==> src/rtl/rr_arbiter_4.sv <==
// Four-client round-robin arbiter with registered one-hot grant and sticky ownership.
// Optional hold timeout is compiled in with RR_ARB_TIMEOUT_EN.
module rr_arbiter_4 #(
    parameter int HOLD_MAX = 8
) (
    input  logic       clk,
    input  logic       rst_n,
    input  logic [3:0] req,
    output logic [3:0] gnt,
    output logic [1:0] gnt_idx,
    output logic       gnt_valid,
    output logic       timeout
);
    typedef enum logic {IDLE, GRANT} state_t;

    state_t     state, state_nxt;
    logic [1:0] ptr, ptr_nxt, idx_nxt, sel, off;
    logic [3:0] gnt_nxt, rot;
    logic [7:0] req2;
    logic       expire;

    if (HOLD_MAX < 1 || HOLD_MAX > 255) begin : g_bad_hold
        $error("rr_arbiter_4: HOLD_MAX out of range 1..255");
    end

    // Rotate requests so the pointer client sits at bit 0, then take the lowest set bit.
    assign req2 = {req, req};
    assign rot  = req2[ptr +: 4];
    assign off  = rot[0] ? 2'd0 : rot[1] ? 2'd1 : rot[2] ? 2'd2 : 2'd3;
    assign sel  = ptr + off;

    assign gnt_valid = |gnt;

`ifdef RR_ARB_TIMEOUT_EN
    logic [7:0] hold_cnt;

    // hold_cnt counts grant cycles already completed in the current ownership.
    assign expire = (hold_cnt == 8'(HOLD_MAX - 1));

    always_ff @(posedge clk or negedge rst_n) begin
        if (!rst_n) begin
            hold_cnt <= 8'd0;
            timeout  <= 1'b0;
        end else begin
            hold_cnt <= (state == GRANT) ? hold_cnt + 8'd1 : 8'd0;
            timeout  <= (state == GRANT) && req[gnt_idx] && expire;
        end
    end
`else
    assign expire  = 1'b0;
    assign timeout = 1'b0;
`endif

    always_comb begin
        state_nxt = state;
        gnt_nxt   = gnt;
        idx_nxt   = gnt_idx;
        ptr_nxt   = ptr;
        case (state)
            IDLE: begin
                gnt_nxt = 4'b0000;
                if (|req) begin
                    state_nxt = GRANT;
                    idx_nxt   = sel;
                    gnt_nxt   = 4'b0001 << sel;
                end
            end
            GRANT: begin
                // A normal release wins over expiry; both go through IDLE.
                if (!req[gnt_idx] || expire) begin
                    state_nxt = IDLE;
                    gnt_nxt   = 4'b0000;
                    ptr_nxt   = gnt_idx + 2'd1;
                end
            end
            default: state_nxt = IDLE;
        endcase
    end

    always_ff @(posedge clk or negedge rst_n) begin
        if (!rst_n) begin
            state   <= IDLE;
            gnt     <= 4'b0000;
            gnt_idx <= 2'd0;
            ptr     <= 2'd0;
        end else begin
            state   <= state_nxt;
            gnt     <= gnt_nxt;
            gnt_idx <= idx_nxt;
            ptr     <= ptr_nxt;
        end
    end
endmodule

==> config.mk <==
export PLATFORM = sky130hd
export DESIGN_NAME = rr_arbiter_4
export DESIGN_NICKNAME = d
export VERILOG_FILES = /design/src/rtl/rr_arbiter_4.sv
export SDC_FILE = /design/constraint.sdc
export NUM_CORES = 1
export LEC_CHECK = 0
export ABC_AREA = 1
export CAP_MARGIN = 20
export CELL_PAD_IN_SITES_DETAIL_PLACEMENT = 1
export CELL_PAD_IN_SITES_GLOBAL_PLACEMENT = 2
export CORE_ASPECT_RATIO = 1.4
export CORE_MARGIN = 2
export CORE_UTILIZATION = 23
export CTS_CLUSTER_DIAMETER = 30
export DETAILED_ROUTE_END_ITERATION = 8
export HOLD_SLACK_MARGIN = 0.02
export PLACE_DENSITY = 0.8
export RECOVER_POWER = 50
export SLEW_MARGIN = 40
export SYNTH_ARGS = -nofsm -noshare
export SYNTH_HDL_FRONTEND = slang
export SYNTH_SLANG_ARGS = --single-unit
export TNS_END_PERCENT = 100
==> constraint.sdc <==
create_clock -name clk -period 1.7 [get_ports clk]
set_input_delay 0.51 -clock clk [delete_from_list [all_inputs] [get_ports clk]]
set_output_delay 0.51 -clock clk [all_outputs]
set_load 0.005 [all_outputs]
==> results of run 1 <==
[routing by layer]
metal / wire (µm) / vias up / global-route usage [%]
li1: - / 337 / -
met1: 710 / 322 / 13.2
met2: 943 / 14 / 22.3
met3: 53 / 2 / 1.95
met4: 12 / 0 / 4.17
met5: 0 / - / 0
[cells by family (layout without fill, tap and decap cells)]
logic type | Yosys count | after routing
AO/OA/AOI/OAI | 13 | 13
other | 1 | 1
adder cells (fa/ha/maj) | 1 | 1
XOR/XNOR | 1 | 1
buffers and inverters | 11 | 43
flip-flops | 9 | 9
AND/OR/NAND/NOR | 49 | 49
[timing repair]
item / in CTS / in global routing
resized for setup: 21 / 5
gates cloned: 0 / 0
pin swaps: 8 / 5
endpoints found under the setup margin: 11 / 6
buffers inserted: 1 / 0
[power by group through the flow]
stage                     combinational (µW)  clock (µW)  sequential, µW
after global placement                  1050           0             376
after CTS                               1110         172             375
after detailed placement                1070           0             376
after floorplan                          602           0             384
after global routing                    1320         186             382
final                                   1180         165             371
[metrics by stage]
step	worst slack, ps	setup TNS [ps]	util, %	cell area, µm²	total power, µW
3_5_place_dp	-559	-3620	35.7	873	1440
6_report	-101	-101	38.0	930	1720
3_3_place_gp	-507	-3270	35.7	873	1420
2_1_floorplan	104	0	-	602	986
4_1_cts	-104	-104	37.1	907	1660
5_1_grt	-145	-154	38.0	930	1890
[critical path, stage by stage, from the launching register on]
cell and delay (ps):
dfrtp_1 380, or4_1 520, buf_2 140
[cell usage in the layout, fill, tap and decap left out, types with 2 or more instances in the layout]
cell             count
dfrtp_1              8
inv_1                6
inv_2                3
o21ai_1              2
clkbuf_4             3
a21oi_1              4
nand3_1              7
o21ai_2              4
nor2_1               2
clkdlybuf4s50_1      2
nand3_2              3
nand2_1             30
nor2_4               2
buf_4               18
dlygate4sd2_1        8
nor2_2               2
o21ai_0              2
[flip-flops by register name, summed over array words and instances (netlist names)]
| signal | count |
|---|---|
| ptr | 2 |
| gnt_idx | 2 |
| state | 1 |
| gnt | 4 |
[worst max path at each step]
stage	from	endpoint	slack (ps)	cells after the start
2_1_floorplan	req[3]	gnt[0]	100	9
5_1_grt	gnt[1]	gnt_valid	-150	2
4_1_cts	gnt[2]	gnt_valid	-100	2
3_3_place_gp	req[2]	gnt[0]	-510	10
3_5_place_dp	req[2]	gnt[0]	-560	10
6_report	gnt[1]	gnt_valid	-100	2
[cell type report]
class | count | area share, %
clock inverters | 1 | 0.538
clock buffers | 3 | 2.42
well taps | 34 | 4.58
repair buffers | 30 | 25.8
flip-flops and latches | 9 | 24.4
inverters | 9 | 3.63
multi-input cells | 65 | 38.6
==> results.py, run 1 <==
metrics = {
    "run_status": {
        "status": "finished, violations left",
        "violations": "setup timing",
    },
    "final_layout": {
        "stdcell_count": 151,
        "n_fill_cell": 319,
        "multi_input_area_um2": 359,
        "fin_nets": 125,
        "num_antenna_cells": 0,
        "area_growth_pct": 54.5,
        "drive_gt1_share_pct": 34.2,
        "regArea_um2": 226,
    },
    "critical_path": {
        "start_kind": "register",
        "cp_data_required_time_ps": 1190,
        "r2r_slack_ps": 110,
        "reg2reg_depth": 11,
        "path_class": "register to primary output",
        "reg2reg_from": "ptr[0]",
        "end_kind": "primary output",
        "reg2reg_to": "gnt[3]",
        "cp_data_arrival_time_ps": 1290,
        "crit_fanout": 2,
    },
    "synth": {
        "ys_seq_area_share_pct": 37.4,
        "synth_edf_count": 0,
        "ys_ff_latch": 9,
        "yosysMostFrequentCell": "nand2_1",
        "yosys.area_share.simple_pct": 37.2,
        "syn_inst": 85,
        "synthAdderAreaFrac_pct": 2.08,
        "postSynth.asyncResetShare_pct": 100,
        "ys_types": 21,
        "yosysWarnings": 0,
        "syn_area_um2": 602,
        "synth_area_leaders": "dfrtp_1, nand2_1, nand3_1",
        "syn_avg_cell_area_um2": 7.08,
        "synth_top_area_cell": "dfrtp_1",
        "synthFlopType": "dfrtp_1",
        "synth_top_area_share_pct": 37.4,
        "ys_top_cells_by_count": "nand2_1, dfrtp_1, inv_1, nand3_1",
        "synth-compound-area-share_pct": 12.5,
        "syn-num-nets": 92,
        "synth_top_family_by_area": "simple AND/OR/NAND/NOR gates",
        "synth-xor-area-share_pct": 1.46,
        "muxShareOfSynthArea_pct": 0,
    },
    "min_path": {
        "hold_start": "gnt[2]",
        "hold_path_end": "gnt[2]",
        "hp-class": "register to register",
        "holdPathStages": 3,
    },
    "sta": {
        "slew_viol_final": 0,
        "rsz0062_at_grt": "yes",
        "layout_setup_ws_ps": -101,
        "hold_viol": 0,
        "whs_ps": 589,
        "clock_skew_ps": 5.32,
        "period_minus_slack_ps": 1800,
        "setup_violations": 1,
        "max_freq_ghz": 0.555,
        "timing.final.crit_share_pct": 106,
    },
    "clock_network": {
        "clockBufferDepth": 2,
        "htree_num_levels": 1,
        "cts_tree": "yes",
        "cts_root_buffer": "clkbuf_4",
        "postCtsHoldBufs": 0,
        "clkTransAtPathRegs_ps": 60,
        "cts_buffers": 3,
        "cts_sinks": 9,
        "insertion_delay_ps": 260,
    },
    "placement": {
        "place.gp.congestion": 0.750,
        "hpwlAfterDp_mm": 1.36,
        "portBuffers": 12,
        "placedCellCount": 146,
    },
    "power": {
        "powerDensity_nw_per_um2": 1850,
        "swShare_pct": 45.2,
        "p_int_uw": 944,
        "p_switching_uw": 777,
        "seqPwrFrac_pct": 21.5,
        "ir_worst_vdd_uv": 749,
        "clkPwrFrac_pct": 9.6,
        "combPwrFrac_pct": 68.8,
        "power_leakage_uw": 0.000486,
    },
    "floorplan": {
        "fp.coreArea_um2": 2440,
        "rows": 21,
        "initial_core_util_pct": 24.6,
        "die_height_um": 64.5,
        "fp.dieW_um": 47.2,
        "io_pins": 14,
        "dieArea_um2": 3050,
    },
    "global_routing": {
        "grt_pass1_wl_mm": 2.73,
        "grt_max_degree": 10,
        "antenna_found_initial": 0,
        "grt_overflow_total": 0,
        "grt.total_usage_pct": 12.2,
        "grt_pass1_vias": 685,
    },
    "routing": {
        "first_iter_violations": 3,
        "drtPass1Iterations": 2,
        "wirelength_mm": 1.72,
        "post-route-drc-count": 0,
        "vias": 675,
        "vias_per_cell": 4.47,
        "ant_nets": 0,
        "avgRoutedWirePerCell_um": 11.4,
    },
    "run": {
        "max_cap_violations": 0,
    },
}
Power figures use the tool's default switching activity.
==> inputs of run 2 (changes only) <==
--- a/config.mk
+++ b/config.mk
@@ -18,4 +18,5 @@
 export PLACE_DENSITY = 0.8
 export RECOVER_POWER = 50
+export SETUP_SLACK_MARGIN = 0.05
 export SLEW_MARGIN = 40
 export SYNTH_ARGS = -nofsm -noshare
==> constraint.sdc (replaced) <==
create_clock -name clk -period 1.7 [get_ports clk]
set_input_delay 0.51 -clock clk [delete_from_list [all_inputs] [get_ports clk]]
set_output_delay 0.51 -clock clk [all_outputs]
set_load 0.1 [all_outputs]
==> results.py, run 2 (same netlist as run 1, synthesis figures left out) <==
metrics = {
    "sta": {
        "timing.final.crit_share_pct": 115,
        "slew_viol_final": 0,
        "rsz0062_at_grt": "yes",
        "layout_setup_ws_ps": -247,
        "period_minus_slack_ps": 1950,
        "max_freq_ghz": 0.514,
        "setup_violations": 1,
        "hold_viol": 0,
        "clock_skew_ps": 0.597,
    },
    "critical_path": {
        "reg2reg_depth": 8,
        "reg2reg_from": "ptr[0]",
        "start_kind": "register",
        "path_class": "register to primary output",
        "cp_top_family": "simple AND/OR/NAND/NOR gates",
        "slowest_delay_ps": 530,
        "reg2reg_to": "gnt[2]",
        "slowest_stage": "or4_4",
        "path_cells": "or4_4, buf_12",
        "r2r_slack_ps": 20,
        "crit_fanout": 2,
        "cp_data_required_time_ps": 1190,
        "cp_data_arrival_time_ps": 1440,
        "end_kind": "primary output",
        "cp_num_buf_inv": 1,
    },
    "min_path": {
        "hold_path_end": "gnt[3]",
        "hold_start": "gnt[3]",
        "hp-class": "register to register",
        "holdPathStages": 2,
    },
    "run_status": {
        "status": "finished, violations left",
        "violations": "setup timing",
    },
    "final_layout": {
        "stdcell_count": 150,
        "multi_input_area_um2": 435,
        "reg.largest.list": "gnt (4), gnt_idx (2), ptr (2)",
        "num_antenna_cells": 0,
        "final_common_cell": "nand2_1",
        "fin_nets": 124,
        "largest_register": "gnt",
        "drive_gt1_share_pct": 57.8,
        "largest_reg_flops": 4,
        "n_fill_cell": 286,
        "area_growth_pct": 81.5,
        "final_cell_mix": "nand2_1, buf_4, nand2_2, nand3_2, buf_12",
        "final_util_pct": 44.7,
        "regArea_um2": 236,
        "final_area_um2": 1090,
    },
    "global_routing": {
        "grt_max_degree": 10,
        "antenna_found_initial": 0,
        "grt_overflow_total": 0,
        "grt_pass1_wl_mm": 3.18,
        "grt.total_usage_pct": 14.4,
        "grt_pass1_vias": 718,
    },
    "routing": {
        "drtPass1Iterations": 2,
        "vias_per_cell": 4.39,
        "wirelength_mm": 1.89,
        "first_iter_violations": 3,
        "avgRoutedWirePerCell_um": 12.6,
        "post-route-drc-count": 0,
        "vias": 658,
        "ant_nets": 0,
    },
    "clock_network": {
        "postCtsHoldBufs": 0,
        "cts_buffers": 3,
        "htree_num_levels": 1,
        "clkTransAtPathRegs_ps": 60,
        "cts_tree": "yes",
        "insertion_delay_ps": 250,
        "clockBufferDepth": 2,
        "cts_root_buffer": "clkbuf_4",
        "cts_sinks": 9,
    },
    "placement": {
        "portBuffers": 12,
        "dpl_cell_area_um2": 935,
        "place.gp.congestion": 0.794,
        "hpwlAfterDp_mm": 1.44,
        "placedCellCount": 143,
    },
    "floorplan": {
        "fp.dieW_um": 47.2,
        "fp.coreArea_um2": 2440,
        "dieArea_um2": 3050,
        "die_height_um": 64.5,
        "io_pins": 14,
        "rows": 21,
        "initial_core_util_pct": 24.6,
    },
    "run": {
        "max_cap_violations": 0,
    },
}
## run 2: cell type report
cell class	instances	share of cell area, %
inverter	9	3.09
clock buffer	4	2.41
timing repair buffer	29	29.1
multi-input combinational	65	39.9
tap	34	3.89
sequential	9	21.6
## run 2: worst max-delay path by stage
stage	slack (ps)	from	depth (start not counted)	to
6_report	-250	gnt[2]	2	gnt_valid
5_1_grt	-270	gnt[2]	2	gnt_valid
4_1_cts	-260	gnt[2]	2	gnt_valid
3_5_place_dp	-550	req[2]	10	gnt[2]
3_3_place_gp	-500	req[2]	10	gnt[2]
2_1_floorplan	-170	gnt[2]	1	gnt_valid
## run 2: timing repair
| action | 4_1_cts | 5_1_grt |
|---|---|---|
| gates resized for setup | 12 | 25 |
| setup endpoints to repair | 7 | 7 |
| setup buffers | 2 | 1 |
| pin swaps | 9 | 12 |
## run 2: worst min-delay path, cell delays in order, from the launching register on
cell,delay (ps)
dfrtp_2,400
nand2_1,60
nand2_1,60
## run 2: stage by stage
stage               TNS [ps]  setup WS (ps)  hold slack (ps)
finish                  -247           -247              554
global route            -598           -270              573
CTS                     -256           -256              563
detailed placement     -3570           -549              549
global placement       -3100           -498              531
floorplan               -169           -169              214
## run 2: routing by layer
layer / wire (µm) / GRT usage, %
met5: 0 / 0
met4: 17 / 5.21
met3: 25 / 1.67
met2: 1110 / 25.5
met1: 730 / 16.8
Power of run 2 is left out: the tool's default activity adds up to more than one toggle a clock period on the data nets, which glitch-free logic cannot reach.
==> inputs of run 3 (changes only) <==
- ABC_AREA: 1 -> default
- CORE_UTILIZATION: 23 -> 27
- CTS_BUF_LIST: default -> sky130_fd_sc_hd__clkbuf_4
- PLACE_DENSITY: 0.8 -> 0.84
==> results.py, run 3 <==
metrics = {
    "sta": {
        "slew_viol_final": 0,
        "layout_setup_ws_ps": -226,
        "timing.final.crit_share_pct": 113,
        "period_minus_slack_ps": 1930,
        "hold_viol": 0,
        "setup_violations": 6,
        "rsz0062_at_grt": "yes",
        "max_freq_ghz": 0.519,
        "finalSetupTns_ps": -1030,
        "clock_skew_ps": 3.28,
    },
    "global_routing": {
        "grt_overflow_total": 0,
        "antenna_found_initial": 0,
        "grt_pass1_vias": 584,
        "grt_max_degree": 10,
        "grt_pass1_wl_mm": 2.68,
        "grt.total_usage_pct": 14.7,
    },
    "synth": {
        "synth_area_leaders": "dfrtp_1, nand2_1, o311ai_4",
        "syn_inst": 60,
        "ys_types": 27,
        "ys_seq_area_share_pct": 39.6,
        "yosysWarnings": 0,
        "syn_area_um2": 569,
        "syn_avg_cell_area_um2": 9.49,
        "synth_top_area_cell": "dfrtp_1",
        "ys_top_cells_by_count": "dfrtp_1, nand2_1, a21oi_1, nor2_1, o21ai_0",
        "ys_ff_latch": 9,
        "synthFlopType": "dfrtp_1",
        "syn-num-nets": 67,
        "postSynth.asyncResetShare_pct": 100,
        "synth_edf_count": 0,
        "synth_top_area_share_pct": 39.6,
        "yosysMostFrequentCell": "dfrtp_1",
    },
    "critical_path": {
        "r2r_slack_ps": -180,
        "reg2reg_to": "gnt_idx[1]",
        "cp_data_required_time_ps": 1190,
        "end_kind": "primary output",
        "reg2reg_from": "ptr[1]",
        "cp_data_arrival_time_ps": 1420,
        "slowest_stage": "or4_4",
        "path_cells": "or4_4, buf_12",
        "slowest_delay_ps": 500,
        "reg2reg_depth": 9,
        "start_kind": "register",
        "path_class": "register to primary output",
        "crit_fanout": 2,
    },
    "min_path": {
        "hold_path_end": "gnt[1]",
        "hold_start": "gnt[1]",
        "holdPathStages": 2,
        "hp-class": "register to register",
    },
    "final_layout": {
        "final_common_cell": "buf_4",
        "largest_register": "gnt",
        "largest_reg_flops": 4,
        "num_antenna_cells": 0,
        "fin_nets": 94,
        "reg.largest.list": "gnt (4), gnt_idx (2), ptr (2)",
        "drive_gt1_share_pct": 59.3,
        "final_cell_mix": "buf_4, nand2_1, buf_12",
        "area_growth_pct": 70.3,
        "stdcell_count": 107,
    },
    "routing": {
        "avgRoutedWirePerCell_um": 14.5,
        "ant_nets": 0,
        "wl_met2_um": 863,
        "wl_met1_um": 615,
        "post-route-drc-count": 0,
        "vias": 534,
        "wirelength_mm": 1.55,
        "dr_wl_met3_um": 33,
        "vias_per_cell": 4.99,
        "top_layer": "met4",
        "first_iter_violations": 3,
        "drtPass1Iterations": 3,
    },
    "clock_network": {
        "cts_buffers": 3,
        "clkTransAtPathRegs_ps": 60,
        "cts_tree": "yes",
        "clockBufferDepth": 2,
        "htree_num_levels": 1,
        "cts_root_buffer": "clkbuf_4",
        "insertion_delay_ps": 260,
        "cts_sinks": 9,
    },
    "floorplan": {
        "rows": 19,
        "dieArea_um2": 2500,
        "initial_core_util_pct": 28.9,
        "io_pins": 14,
        "fp.dieW_um": 42.8,
        "die_height_um": 58.3,
        "fp.coreArea_um2": 1970,
    },
    "power": {
        "power_leakage_uw": 0.000431,
        "ir_worst_vdd_uv": 987,
        "powerDensity_nw_per_um2": 2280,
    },
    "placement": {
        "placedCellCount": 102,
        "place.gp.congestion": 0.753,
        "hpwlAfterDp_mm": 1.26,
        "portBuffers": 12,
    },
    "run": {
        "max_cap_violations": 0,
    },
    "run_status": {
        "violations": "setup timing",
        "status": "finished, violations left",
    },
}
==> run 3: changes by cell type in the layout (fill, tap and decap cells not counted), sizes merged, moves of 2 or more <==
| cell | change |
|---|---|
| a32o | +2 |
| nand2b | +4 |
| buf | -5 |
| o21ai | -2 |
| nand2 | -23 |
| dlygate4sd2 | -2 |
| nand3 | -10 |
| inv | -6 |
==> run 3: kinds of logic (layout without fill, tap and decap cells) <==
logic type,after synthesis,in the layout,share of synthesized area [%]
multiplexers,2,2,5.93
other,1,1,0.659
AO/OA/AOI/OAI,16,16,22.4
XOR/XNOR,1,1,1.54
buffers and inverters,5,31,4.18
flip-flops,9,9,39.6
AND/OR/NAND/NOR,25,25,23.5
adder cells (fa/ha/maj),1,1,2.20
==> run 3: area by class of cell <==
class,count,area [µm²]
clock buffers,4,30.0
fillers,222,1000
inverters,3,11.3
multi-input cells,46,387
flip-flops and latches,9,239
well taps,21,26.3
repair buffers,24,277
==> run 3: timing repair <==
action | in CTS | in global routing
endpoints found under the setup margin | 10 | 9
pin swaps | 4 | 4
hold endpoints to repair | 0 | 0
gates resized for setup | 11 | 4
setup buffers | 1 | 0
hold buffers | 0 | 0
==> run 3: worst max-delay path, delay by kind of cell, from the launching register on <==
kind	cells	cell delay, ps
flops	1	470
simple gates	1	500
buf+inv	1	180
==> run 3: how the worst max path moves through the flow <==
stage | startpoint | to | slack (ps)
2_1_floorplan | gnt[2] | gnt_valid | -170
5_1_grt | ptr[1] | gnt[1] | -280
3_5_place_dp | req[1] | gnt_idx[1] | -740
6_report | gnt[2] | gnt_valid | -230
3_3_place_gp | req[1] | gnt_idx[1] | -740
4_1_cts | gnt[2] | gnt_valid | -230
==> run 3: power breakdown <==
| part | switching, µW | internal (µW) |
|---|---|---|
| sequential | 120 | 324 |
| clock | 75.2 | 106 |
| combinational | 872 | 711 |
| total | 1070 | 1140 |
==> run 3: metal layers <==
| metal | global-route usage [%] | vias to the layer above |
|---|---|---|
| li1 | - | 264 |
| met1 | 15.9 | 257 |
| met2 | 26.6 | 9 |
| met3 | 1.84 | 4 |
| met4 | 9.38 | 0 |
| met5 | 0 | - |
==> run 3: metrics by stage <==
stage	instance area, µm²	total power, µW	utilization, %	hold WS [ps]	setup WS [ps]
after CTS	962	2210	48.8	557	-232
after global placement	915	1940	46.4	540	-739
final	970	2210	49.1	564	-226
after floorplan	634	1450	-	214	-169
after detailed placement	915	1980	46.4	555	-741
after global routing	970	2340	49.1	566	-279
